--- config.mk ---
export PLATFORM = sky130hd
export DESIGN_NAME = uart_cmd_sequencer
export DESIGN_NICKNAME = d
export VERILOG_FILES = /design/src/rtl/uart_cmd_sequencer.sv
export SDC_FILE = /design/constraint.sdc
export NUM_CORES = 1
export LEC_CHECK = 0
export ABC_AREA = 1
export CAP_MARGIN = 20
export CORE_MARGIN = 2
export CORE_UTILIZATION = 50
export DETAILED_ROUTE_END_ITERATION = 8
export PLACE_DENSITY = 0.86
export SYNTH_ARGS = -nofsm -noshare
export SYNTH_HDL_FRONTEND = slang
export SYNTH_SLANG_ARGS = --single-unit
--- constraint.sdc ---
create_clock -name clk -period 2 [get_ports clk]
set_input_delay 0.5 -clock clk [delete_from_list [all_inputs] [get_ports clk]]
set_output_delay 0.5 -clock clk [all_outputs]
set_load 0.01 [all_outputs]
--- src/rtl/uart_cmd_sequencer.sv ---
// Assembles UART bytes into {opcode, data_hi, data_lo} commands with an inter-byte timeout.
// Optional CMD_CHKSUM_EN adds a trailing two's-complement checksum byte and a chk_err pulse.
module uart_cmd_sequencer #(
    parameter int TMO_CYCLES = 100000,
    parameter int TMO_W      = 17
) (
    input  logic        clk,
    input  logic        rst,
    input  logic        rx_rdy,
    input  logic [7:0]  rx_data,
    output logic        clr_rx_rdy,
    output logic        cmd_rdy,
    input  logic        clr_cmd_rdy,
    output logic [7:0]  cmd,
    output logic [15:0] data,
    output logic        cmd_ovr,
    output logic        tmo_err
`ifdef CMD_CHKSUM_EN
    ,
    output logic        chk_err
`endif
);

    // state | meaning
    // IDLE  | waiting for opcode byte
    // BYTE2 | opcode held, waiting for data_hi
    // BYTE3 | data_hi held, waiting for data_lo
    // CHK   | data_lo held, waiting for checksum (CMD_CHKSUM_EN only)
    typedef enum logic [1:0] {
        IDLE  = 2'd0,
        BYTE2 = 2'd1,
        BYTE3 = 2'd2
`ifdef CMD_CHKSUM_EN
        ,
        CHK   = 2'd3
`endif
    } state_t;

    localparam logic [TMO_W-1:0] TMO_LOAD = TMO_W'(TMO_CYCLES - 1);

    state_t            state_q, state_d;
    logic [7:0]        opcode_q, data_hi_q, frame_lo;
    logic [TMO_W-1:0]  tmo_cnt_q;
    logic              accept, tmo_expire, tmo_hit, complete;

`ifdef CMD_CHKSUM_EN
    logic [7:0]        data_lo_q, chk_sum, chk_exp;
    logic              chk_bad;

    assign chk_sum  = opcode_q + data_hi_q + data_lo_q;
    assign chk_exp  = 8'h00 - chk_sum;
    assign frame_lo = data_lo_q;
`else
    assign frame_lo = rx_data;
`endif

    // clr_rx_rdy masks the cycle where the receiver still shows the acknowledged byte
    assign accept     = rx_rdy && !clr_rx_rdy;
    assign tmo_expire = (tmo_cnt_q == '0);

    always_comb begin
        state_d  = state_q;
        complete = 1'b0;
        tmo_hit  = 1'b0;
`ifdef CMD_CHKSUM_EN
        chk_bad  = 1'b0;
`endif
        case (state_q)
            IDLE: begin
                if (accept) state_d = BYTE2;
            end
            BYTE2: begin
                if (accept) begin
                    state_d = BYTE3;
                end else if (tmo_expire) begin
                    state_d = IDLE;
                    tmo_hit = 1'b1;
                end
            end
            BYTE3: begin
                if (accept) begin
`ifdef CMD_CHKSUM_EN
                    state_d = CHK;
`else
                    state_d  = IDLE;
                    complete = 1'b1;
`endif
                end else if (tmo_expire) begin
                    state_d = IDLE;
                    tmo_hit = 1'b1;
                end
            end
`ifdef CMD_CHKSUM_EN
            CHK: begin
                if (accept) begin
                    state_d = IDLE;
                    if (rx_data == chk_exp) complete = 1'b1;
                    else                    chk_bad  = 1'b1;
                end else if (tmo_expire) begin
                    state_d = IDLE;
                    tmo_hit = 1'b1;
                end
            end
`endif
            default: state_d = IDLE;
        endcase
    end

    always_ff @(posedge clk) begin
        if (rst) begin
            state_q    <= IDLE;
            tmo_cnt_q  <= TMO_LOAD;
            clr_rx_rdy <= 1'b0;
            cmd_rdy    <= 1'b0;
            cmd        <= 8'h00;
            data       <= 16'h0000;
            cmd_ovr    <= 1'b0;
            tmo_err    <= 1'b0;
            opcode_q   <= 8'h00;
            data_hi_q  <= 8'h00;
`ifdef CMD_CHKSUM_EN
            data_lo_q  <= 8'h00;
            chk_err    <= 1'b0;
`endif
        end else begin
            state_q    <= state_d;
            clr_rx_rdy <= accept;
            tmo_err    <= tmo_hit;

            // down-counter reloads on every byte; zero is the last permitted idle cycle
            if (accept || state_q == IDLE || tmo_hit) tmo_cnt_q <= TMO_LOAD;
            else                                       tmo_cnt_q <= tmo_cnt_q - TMO_W'(1);

            if (accept) begin
                case (state_q)
                    IDLE:  opcode_q  <= rx_data;
                    BYTE2: data_hi_q <= rx_data;
`ifdef CMD_CHKSUM_EN
                    BYTE3: data_lo_q <= rx_data;
`endif
                    default: ;
                endcase
            end

            if (clr_cmd_rdy) begin
                cmd_rdy <= 1'b0;
                cmd_ovr <= 1'b0;
            end
            if (complete) begin
                cmd     <= opcode_q;
                data    <= {data_hi_q, frame_lo};
                cmd_rdy <= 1'b1;
                if (cmd_rdy && !clr_cmd_rdy) cmd_ovr <= 1'b1;
            end
`ifdef CMD_CHKSUM_EN
            chk_err <= chk_bad;
`endif
        end
    end

endmodule

# ---- Yosys cells after proc, flatten, opt, wreduce, memory -nomap -nowiden
# Cells that the tools add are included.
dict set report classes {
  add_sub_neg 1
  eq_ne 3
  n_mux 15
  reduce_logical 13
}
# cell n
set ops {}
lappend ops {{17-bit logical NOT} 1}
lappend ops {{17-bit by 1-bit subtractor with 17-bit output (second input constant)} 1}
lappend ops {{1-bit two-way mux} 10}
lappend ops {{2-bit two-way mux} 4}
lappend ops {{2-bit one-hot mux with 3 select lines} 1}
lappend ops {{2-bit AND reduction} 2}
lappend ops {{2-bit OR reduction} 2}
lappend ops {{2-bit by 1-bit equality test with 1-bit output (second input constant)} 1}
lappend ops {{2-bit equality test (second input constant)} 1}
lappend ops {{1-bit logical AND} 2}
lappend ops {{1-bit logical NOT} 2}
lappend ops {{2-bit logical NOT} 1}
lappend ops {{1-bit logical OR} 2}
lappend ops {{2-bit inequality test (second input constant)} 1}
lappend ops {{2-bit nonzero test} 1}
dict set report totals {
  reg_bits 63
  input_bits 12
  wordCells 42
}

# ---- Logic depth before layout (Yosys ltp)
dict set report logic_depth {
  word_depth 6
  ltp_mapped 9
  mapped_depth_nobuf 9
}

# ---- Worst setup path after synthesis
# No wires, ideal clock.
dict set report synth_timing {
  kind {register -> register}
  from {register state_q[0]}
  to {register tmo_cnt_q[16]}
  setup_time_ns 0.124
  t_arrival_ns 1.137
  required_ns 1.876
  setup_slack_ns 0.739
  path_stages_with_launch 6
  n_path_buf 1
  synth_period_minus_slack_ns 1.261
  cell_sequence {dfxtp_1 inv_1 ha_1 nor3_2 buf_4 nand3_1}
}
dict set report synth_between {
  elab_chain_cells 5
  elab_cells_between_ends 8
  cone_classes {2 x eq/ne; 1 x mux; 5 x reduce/logical}
}
# element line_no
set synth_rtl {}
lappend synth_rtl {{start, declared} 41} ;# state_t state_q, state_d;
lappend synth_rtl {{start signal, assigned} 126} ;# state_q <= state_d;
lappend synth_rtl {{2-bit by 1-bit equality test with 1-bit output or 2-bit equality test (tied branches)} 68} ;# case (state_q)
lappend synth_rtl {{2-bit OR reduction (no source line)} n/a}
lappend synth_rtl {{1-bit two-way mux} n/a}
lappend synth_rtl {{1-bit logical OR *} 131} ;# if (accept || state_q == IDLE || tmo_hit) tmo_cnt_q <= TMO_LOAD;
lappend synth_rtl {{2-bit OR reduction (no source line) *} n/a}
lappend synth_rtl {{end signal, assigned} 132} ;# else tmo_cnt_q <= tmo_cnt_q - TMO_W'(1);
lappend synth_rtl {{end, declared} 43} ;# logic [TMO_W-1:0] tmo_cnt_q;
# Every way passes the cells marked *; elsewhere a longest branch is shown, timed or not.
# A chain may end at the register's enable or synchronous reset.

# ---- Worst setup path in the final report
dict set report layout_timing {
  from {register cmd[2]}
  to {output port cmd[2]}
}
# element line_no
set layout_rtl {}
lappend layout_rtl {{start, declared} 14} ;# output logic [7:0] cmd,
lappend layout_rtl {{start signal, assigned} 150} ;# cmd <= opcode_q;
# No word-level cell between the ends.

==> impl_metrics.py <==
metrics = {
    "run_status": {
        "outcome": "finished, final reports clean",
    },
    "drt": {
        "ant_nets": 0,
        "drt_iter0_drc": 183,
        "met1Wirelength_um": 2553,
        "wl_per_cell_um": 12.37,
        "viasPerCell": 5.076,
        "wl_met3_um": 291,
        "route.detailed.drc": 0,
        "wl_met2_um": 2696,
        "vias": 2345,
        "top_layer_used": "met4",
        "dr.pass1.iters": 4,
        "wl_um": 5714,
    },
    "floorplan": {
        "core_sq_mm": 0.005172,
        "start_util": 0.5218,
        "die_w_um": 77.47,
        "dieHeight_um": 77.47,
        "num_io_pins": 40,
        "dieArea_sq_mm": 0.006002,
        "num_rows": 26,
    },
    "clock_tree": {
        "path_clk_slew_ns": 0.07,
        "h-tree-depth": 3,
        "cts_setup_buffers": 0,
        "hold_buffers": 0,
        "cts_sinks": 63,
        "root_buffer": "clkbuf_8",
        "cts_resized": 0,
        "cts_tree": "done",
        "insertion_delay_ns": 0.36,
        "clock_path_buffers": 2,
        "numCtsBuffers": 9,
    },
    "cells_and_area": {
        "drive_above_1_share": 0.1378,
        "final_common_cell": "nand2_1",
        "design_area_sq_mm": 0.003395,
        "nets": 405,
        "area_delta_synth_final_pct": 25.78,
        "n_antenna_cell": 0,
        "layout_common_cells": "nand2_1 (115), dfxtp_1 (63), a21oi_1 (45), clkdlybuf4s50_1 (39), nor2_1 (28)",
    },
    "hold_path": {
        "hold_end": "tmo_cnt_q[0]",
        "holdPathStages": 1,
        "holdCritPathClass": "register to register",
        "hp-start": "tmo_cnt_q[0]",
    },
    "setup_path": {
        "critPathArrivalTime_ns": 1.28,
        "reg2reg_from": "state_q[0]",
        "path_depth": 1,
        "path_buf_inv": 1,
        "end_kind": "primary output",
        "cp_slowest_cell": "clkdlybuf4s50_1",
        "reg2reg_depth": 6,
        "cp-start-kind": "register",
        "reg2reg_to": "data[13]",
        "timing.reg2reg.setup_slack_ns": 0.49,
        "cp_data_required_time_ns": 1.50,
        "critical-path-max-stage-delay_ns": 0.55,
        "path_delay_family": "buffers and inverters",
        "crit_chain": "clkdlybuf4s50_1",
        "cp_max_fo": 2,
        "crit_start": "cmd[2]",
        "critical_path_class": "register to primary output",
    },
    "sta": {
        "hold_viol_final": 0,
        "relSlewSlack": 0.7878,
        "max_freq_ghz": 0.5633,
        "period_share": 0.8876,
        "setup_violations": 0,
        "fin_skew_ns": 0.008182,
        "tightest_slew_ns": 0.3180,
        "setup_tns_ns": 0,
        "slew_viol_final": 0,
        "post-route-min-period_ns": 1.775,
        "rsz0062_at_grt": "false",
    },
    "global_route": {
        "grt_pass1_vias": 2186,
        "grt_overflow": 0,
        "antenna_found_initial": 0,
        "grt_pass1_wl_um": 9742,
        "grt_max_degree": 47,
        "grt_use_total": 0.2044,
    },
    "pwr": {
        "p_leak_uw": 0.001260,
        "peakVddDrop_mv": 0.5141,
        "power_uw": 2760,
        "power.density_mw_per_mm2": 812.9,
    },
    "placement": {
        "dpl_cell_area_sq_mm": 0.003174,
        "gp_congestion": 0.8406,
        "io_buffers": 39,
        "hpwl_um": 4015,
    },
    "synthesis": {
        "yosysSeqAreaShare": 0.4673,
        "synth_area_per_cell_sq_um": 7.891,
        "ys_warn_count": 0,
        "synth_nets": 360,
        "syn_area_sq_mm": 0.002699,
        "ys_types": 27,
        "synthCells": 342,
        "ys_ff_latch": 63,
    },
    "flow_run": {
        "drv_cap": 0,
    },
}
==> cell type report <==
| type | count | area, sq um |
|---|---|---|
| clock buffer | 9 | 123.9 |
| clock inverter | 7 | 96.34 |
| fill | 398 | 1778 |
| inverter | 22 | 86.33 |
| multi-input combinational | 246 | 1279 |
| sequential | 63 | 1261 |
| tap | 70 | 87.58 |
| timing repair buffer | 45 | 460.4 |
==> flip-flops by register name (all words and copies together), names as in the netlist <==
name        count
data_hi_q       8
cmd_ovr         1
tmo_err         1
opcode_q        8
tmo_cnt_q      17
cmd_rdy         1
data           16
state_q         2
clr_rx_rdy      1
cmd             8
==> Yosys cell counts (all sizes together) <==
cell / number / share of area
clkinv: 1 / 0.0019
a21oi: 45 / 0.083
xor2: 1 / 0.0032
nand3: 14 / 0.041
buf: 8 / 0.023
o21ai: 2 / 0.0037
nand3b: 5 / 0.015
inv: 21 / 0.030
dfxtp: 63 / 0.47
nor2: 40 / 0.078
clkbuf: 3 / 0.0042
ha: 6 / 0.028
nand4: 2 / 0.010
nand2: 122 / 0.18
nor3: 1 / 0.0037
a2bb2oi: 1 / 0.0032
xnor2: 7 / 0.023
==> layer usage <==
| metal | up-vias | track usage |
|---|---|---|
| met4 | 0 | 0.1339 |
| met1 | 1081 | 0.2596 |
| met3 | 24 | 0.04535 |
| met5 | - | 0 |
| li1 | 1171 | - |
| met2 | 69 | 0.3122 |
==> power breakdown <==
| group | total [uW] | internal [uW] | switching [uW] |
|---|---|---|---|
| clock | 1230 | 705 | 526 |
| combinational | 223 | 88.8 | 134 |
| sequential | 1310 | 1290 | 19.3 |
==> worst max-delay path by stage <==
stage | endpoint | slack (ns)
detailed placement | cmd[0] | 0.05
floorplan | tmo_cnt_q[16] | 0.74
global placement | data[1] | 0.09
global route | data[3] | 0.21
CTS | data[3] | 0.22
finish | cmd[2] | 0.22
==> per-stage QoR <==
step | hold slack, ns | cells | worst slack, ns | utilization
final | 0.4063 | 462 | 0.2248 | 0.6563
after global routing | 0.4247 | 462 | 0.2063 | 0.6563
after CTS | 0.4095 | 462 | 0.2186 | 0.6563
after detailed placement | 0.3933 | 446 | 0.05229 | 0.6137
after global placement | 0.3880 | 446 | 0.08672 | 0.6137
after floorplan | 0.3805 | 342 | 0.7390 | -
==> cell families (layout without fill, tap and decap cells) <==
kind of cell,Yosys count,count (layout),synth area share
xor gates and xnor gates,8,8,0.02596
adders and majority gates,6,6,0.02782
DFF,63,63,0.4673
AOI/OAI and AO/OA,48,48,0.09041
and+or+nand+nor,184,184,0.3296
buffers and inverters,33,83,0.05888
Power figures use the tool's default switching activity.
==> RTL change 1 (config.mk and constraints unchanged) <==
Encoding of `state_t`: now one-hot (3 bits for 3 states).
--- a/src/rtl/uart_cmd_sequencer.sv
+++ b/src/rtl/uart_cmd_sequencer.sv
@@ -28,6 +28,6 @@
     // CHK   | data_lo held, waiting for checksum (CMD_CHKSUM_EN only)
-    typedef enum logic [1:0] {
-        IDLE  = 2'd0,
-        BYTE2 = 2'd1,
-        BYTE3 = 2'd2
+    typedef enum logic [2:0] {
+        IDLE  = 3'b001,
+        BYTE2 = 3'b010,
+        BYTE3 = 3'b100
 `ifdef CMD_CHKSUM_EN
Formal check against the unedited RTL: same outputs for any inputs over 10 cycles, from zero or initial values and one cycle with rst high; not proved beyond that.
==> RTL change 1 against the original RTL <==
- clock skew hardly changed
- total power decreased by 7.3%
- wire length shrank 3.0%
- global-route usage increased by 0.80 points
- count of clock-buffer cells in the layout stayed put
- sequential power barely moved
- sequential cell count is 1 higher
- final area decreased by 3.5%
- synthesized area down 3.3%
- final cell count is 0.65% lower
- core utilization fell by 1.1 points
- via count is 4.1% lower
- setup slack improved by 0.012 ns
- largest cell class is now sequential cells
==> RTL change 1: results (changes against the original RTL) <==
initial antenna violation count=0 (unchanged); n_diodes=0 (unchanged); maximum number of pins on one net before global-route repair=43 (was 47); Crit path max-delay family=buffers and inverters (unchanged); top flop regs=tmo_cnt_q: 17 flops, data: 16 flops (unchanged); Starting DRT DRC Count=63 (was 183); Final ANT Viol Nets=0 (unchanged); Placed Cells incl. Taps=443 (was 446); clock latency on the worst-skew pair=0.34 ns (was 0.36 ns); IO buf count=39 (unchanged); Synth Warn #=0 (unchanged); largest cells by area after synthesis=dfxtp_1 (49%), nor2_1 (15%), o21ai_0 (7.9%), nand2_1 (6.2%), nor2_4 (3.5%) (was dfxtp_1 (47%), nand2_1 (16%), a21oi_1 (8.3%), nor2_1 (3.9%), nand3_2 (3.0%)); Avg WL per Cell=12.1 µm (was 12.4 µm); CTS Buf Count=9 (unchanged); WP data arrival=1.26 ns (was 1.28 ns); Synth Flop Type=dfxtp_1 (unchanged); Worst path slowest cell=clkdlybuf4s50_1 (unchanged); unique cell type count in the Yosys netlist=24 (was 27); global-route wire length before repair=9900 µm (was 9740 µm); Async SR Flop Fraction=0% (unchanged); fill count=450 (was 398); Root Buffer=clkbuf_8 (unchanged); LEAKAGE=1.43 nW (was 1.26 nW); share of post-route cells with drive strength above 1=12.9% (was 13.8%); Placer Congestion=0.804 (was 0.841); detailed-route via count=2,250 (was 2,345); worst vdd ir=654 µV (was 514 µV); Setup Buffers After CTS=0 (unchanged); net switching power=0.000624 W (was 0.000680 W); post-synthesis sequential area ratio=49.1% (was 46.7%); Slew Limit Fails=0 (unchanged); drt first pass iters=4 (unchanged); top cells by count, synth=nor2_1 (102), dfxtp_1 (64), nand2_1 (43) (was nand2_1 (115), dfxtp_1 (63), a21oi_1 (45)); Resized Gates After CTS=0 (unchanged); Critical Path Fanout Max=2 (unchanged); Max H-tree Level=3 (unchanged); Slew HR=76.8% (was 78.8%); CTS tree=built (unchanged); final period utilization=88.2% (was 88.8%); Synth Net Count=350 (was 360); Clock Power Share=43.8% (was 44.6%); clk_skew=0.00820 ns (was 0.00818 ns); Power Density=781 mW/mm² (was 813 mW/mm²); vias in the first global route=2,240 (was 2,186); deepest clock path buffer count=2 (unchanged); Tightest Hold Check Type=flop to flop (unchanged); Total GRT Usage=21.2% (was 20.4%); outcome=completed (unchanged); CTS clk-pin slew, worst paths=0.07 ns (about the same); Gate power share=4.9% (was 8.1%); CP max stage delay=0.55 ns (about the same); final non-filler cell total=459 (was 462); Post-Syn Instances=336 (was 342); hpwl dp=3830 µm (was 4020 µm); Final Net Count=398 (was 405)
RTL change 1: cells by family (layout without fill, tap and decap cells):
group,count (synthesis),in the layout,share of synthesized area [%]
flops,64,64,49.1
xor+xnor,9,9,3.02
buf+inv,32,85,5.95
simple gates,183,183,31.4
compound gates,46,46,9.54
fa+ha+maj,2,2,0.959
RTL change 1: layout make-up:
class | instances | share of cell area, %
Clock inverter | 7 | 2.41
Sequential cell | 64 | 39.1
Clock buffer | 9 | 3.78
Multi-Input combinational cell | 240 | 35.8
Timing Repair Buffer | 45 | 13.3
Inverter | 24 | 2.90
Tap cell | 70 | 2.67
RTL change 1: path summary, 6_finish.rpt:
| check | from | end | slack [ns] | cells after the start |
|---|---|---|---|---|
| max | clr_rx_rdy$_SDFF_PP0_ | clr_rx_rdy | 0.24 | 1 |
| min | tmo_cnt_q[0]$_SDFF_PP1_ | tmo_cnt_q[0]$_SDFF_PP1_ | 0.41 | 1 |
| max reg2reg | tmo_cnt_q[0]$_SDFF_PP1_ | tmo_cnt_q[5]$_SDFF_PP0_ | 0.44 | 9 |
| min reg2reg | tmo_cnt_q[0]$_SDFF_PP1_ | tmo_cnt_q[0]$_SDFF_PP1_ | 0.41 | 1 |
RTL change 1: metrics by stage:
| step | util (%) | worst slack (ns) | instance area (µm²) |
|---|---|---|---|
| floorplan | - | 0.681 | 2610 |
| detailed placement | 60.5 | 0.122 | 3070 |
| global placement | 60.5 | 0.185 | 3070 |
| global route | 64.5 | 0.164 | 3270 |
| CTS | 64.5 | 0.215 | 3270 |
| finish | 64.5 | 0.237 | 3270 |
RTL change 1: metal layers:
metal	vias up	global-route usage (%)	share of wire (%)
met5	-	0	0
met4	0	7.64	1.5
met3	13	7.23	5.9
met2	62	35.3	49
met1	1021	25.6	44
li1	1154	-	-
==> RTL change 2 (same settings) <==
Made on the original files. Build with the macro `CMD_CHKSUM_EN` defined.
--- a/src/rtl/uart_cmd_sequencer.sv
+++ b/src/rtl/uart_cmd_sequencer.sv
@@ -2,2 +2,4 @@
 // Optional CMD_CHKSUM_EN adds a trailing two's-complement checksum byte and a chk_err pulse.
+`define CMD_CHKSUM_EN
+
 module uart_cmd_sequencer #(
Behaviour (old outputs only; new: chk_err): not the same (Yosys sat finds a counterexample within 10 cycles, from zero or initial values and one cycle with rst high).
==> RTL change 2 against the original RTL <==
- the flow now finishes with violations (negative setup slack)
- wire length increased by 75%
- setup slack got worse by 1.4 ns
- total power increased by 43%
- sequential cell count increased by 9
- sequential power increased by 14%
- first-iteration DRC count increased by 28%
- count of clock-buffer cells in the layout increased by 4
- synthesized area increased by 37%
- final area increased by 46%
- register-to-register slack got worse by 1.7 ns
- critical endpoint is now data[12]$_SDFFE_PP0P_
- largest cell class unchanged
==> RTL change 2: results (changes against the original RTL) <==
outcome=finished with violations (was completed); failing checks=negative setup slack; Starting DRT DRC Count=234 (was 183); drt first pass iters=5 (was 4); Placer Congestion=0.860 (was 0.841); final WL=10,000 µm (was 5710 µm); Critical Path Fanout Max=7 (was 2); endpoints failing setup=27 (was 0); DR WL met2=5370 µm (was 2700 µm); met3 WL=635 µm (was 291 µm); largest cells by area after synthesis=dfxtp_1 (39%), inv_1 (10%), nand2_1 (10%), nor2_1 (5.5%), ha_1 (5.1%) (was dfxtp_1 (47%), nand2_1 (16%), a21oi_1 (8.3%), nor2_1 (3.9%), nand3_2 (3.0%)); Total GRT Usage=22.9% (was 20.4%); post-synthesis sequential area ratio=38.9% (was 46.7%); Clock group=0.00101 W (was 0.00123 W); Power Density=795 mW/mm² (was 813 mW/mm²); share of post-route cells with drive strength above 1=18.7% (was 13.8%); fill count=544 (was 398); IO buf count=40 (was 39); unique cell type count in the Yosys netlist=34 (was 27); top cells by count, synth=inv_1 (103), nand2_1 (102), dfxtp_1 (72) (was nand2_1 (115), dfxtp_1 (63), a21oi_1 (45)); via/cell ratio=5.21 (was 5.08); Placed Area=0.00451 mm² (was 0.00317 mm²); worst vdd ir=536 µV (was 514 µV); pre-CTS WS=-1.08 ns (was 0.0523 ns); reg2reg end=data[12]$_SDFFE_PP0P_ (was data[13]$_SDFFE_PP0P_); maximum number of pins on one net before global-route repair=50 (was 47); met1 WL=3670 µm (was 2550 µm); cell depth of the worst flop-to-flop path=17 (was 6); multi-input logic area=0.00193 mm² (was 0.00128 mm²); Setup crit end=data[12]$_SDFFE_PP0P_ (was cmd[2]); clk_skew=0.0151 ns (was 0.00818 ns); LEAKAGE=2.15 nW (was 1.26 nW); slack of the critical path=-1.18 ns (was 0.225 ns); chip width=90.1 µm (was 77.5 µm); sequential power share=37.6% (was 47.3%); Pint=0.00256 W (was 0.00208 W)
## RTL change 2: changes by cell type after synthesis, moves of 13 or more
cell,change
inv_1,+83
nand2_1,-13
nand4_1,+26
nor2_1,+26
o21ai_0,+26
## RTL change 2: what timing repair did
item	4_1_cts	5_1_grt
cloned	2	3
buffers inserted	1	7
resized for setup	17	23
pin swaps	7	12
endpoints found under the setup margin	27	35
## RTL change 2: cell type report
type | count | area share, %
multi-input cells | 321 | 38.9
inverters | 107 | 8.08
clock buffers | 13 | 3.00
well taps | 99 | 2.49
repair buffers | 95 | 18.1
flip-flops and latches | 72 | 29.1
clock inverters | 3 | 0.353
## RTL change 2: worst min path at each step
stage,startpoint,endpoint,slack (ns)
floorplan,tmo_cnt_q[0]$_SDFF_PP1_,tmo_cnt_q[0]$_SDFF_PP1_,0.37
global placement,tmo_cnt_q[0]$_SDFF_PP1_,tmo_cnt_q[0]$_SDFF_PP1_,0.37
detailed placement,tmo_cnt_q[0]$_SDFF_PP1_,tmo_cnt_q[0]$_SDFF_PP1_,0.38
CTS,tmo_cnt_q[0]$_SDFF_PP1_,tmo_cnt_q[0]$_SDFF_PP1_,0.39
global route,tmo_cnt_q[0]$_SDFF_PP1_,tmo_cnt_q[0]$_SDFF_PP1_,0.41
finish,tmo_cnt_q[0]$_SDFF_PP1_,tmo_cnt_q[0]$_SDFF_PP1_,0.39
## RTL change 2: layer usage
metal,GRT usage (%),up-vias
li1,-,1798
met1,23.8,1715
met3,5.11,45
met5,0,-
met2,43.7,144
met4,9.87,0
## RTL change 2: stage by stage
stage / cells / setup TNS, ns
detailed placement: 681 / -28.10
finish: 710 / -30.65
floorplan: 514 / -21.55
CTS: 700 / -27.10
global route: 710 / -32.38
global placement: 681 / -27.33
## RTL change 2: cell families (layout without fill, tap and decap cells)
| group | Yosys count | after routing | share of synthesized area (%) |
|---|---|---|---|
| flops | 72 | 72 | 38.9 |
| buf+inv | 124 | 218 | 13.1 |
| xor+xnor | 14 | 14 | 3.81 |
| fa+ha+maj | 22 | 22 | 8.84 |
| simple gates | 216 | 219 | 26.0 |
| compound gates | 66 | 66 | 9.41 |
## RTL change 2: worst max-delay path: stages (launching register included)
cell and delay (ns):
dfxtp_1 0.34, inv_1 0.10, fa_1 0.52, ha_1 0.37, ha_4 0.33, nand3_1 0.13, nand3_1 0.11, nand2_1 0.07
nand3_1 0.07, nand2_1 0.05, nor2_1 0.18, nand2_2 0.13, nor2_8 0.18, buf_12 0.15, clkbuf_16 0.13, nand4_1 0.08
nand2_1 0.10, nor2_2 0.04
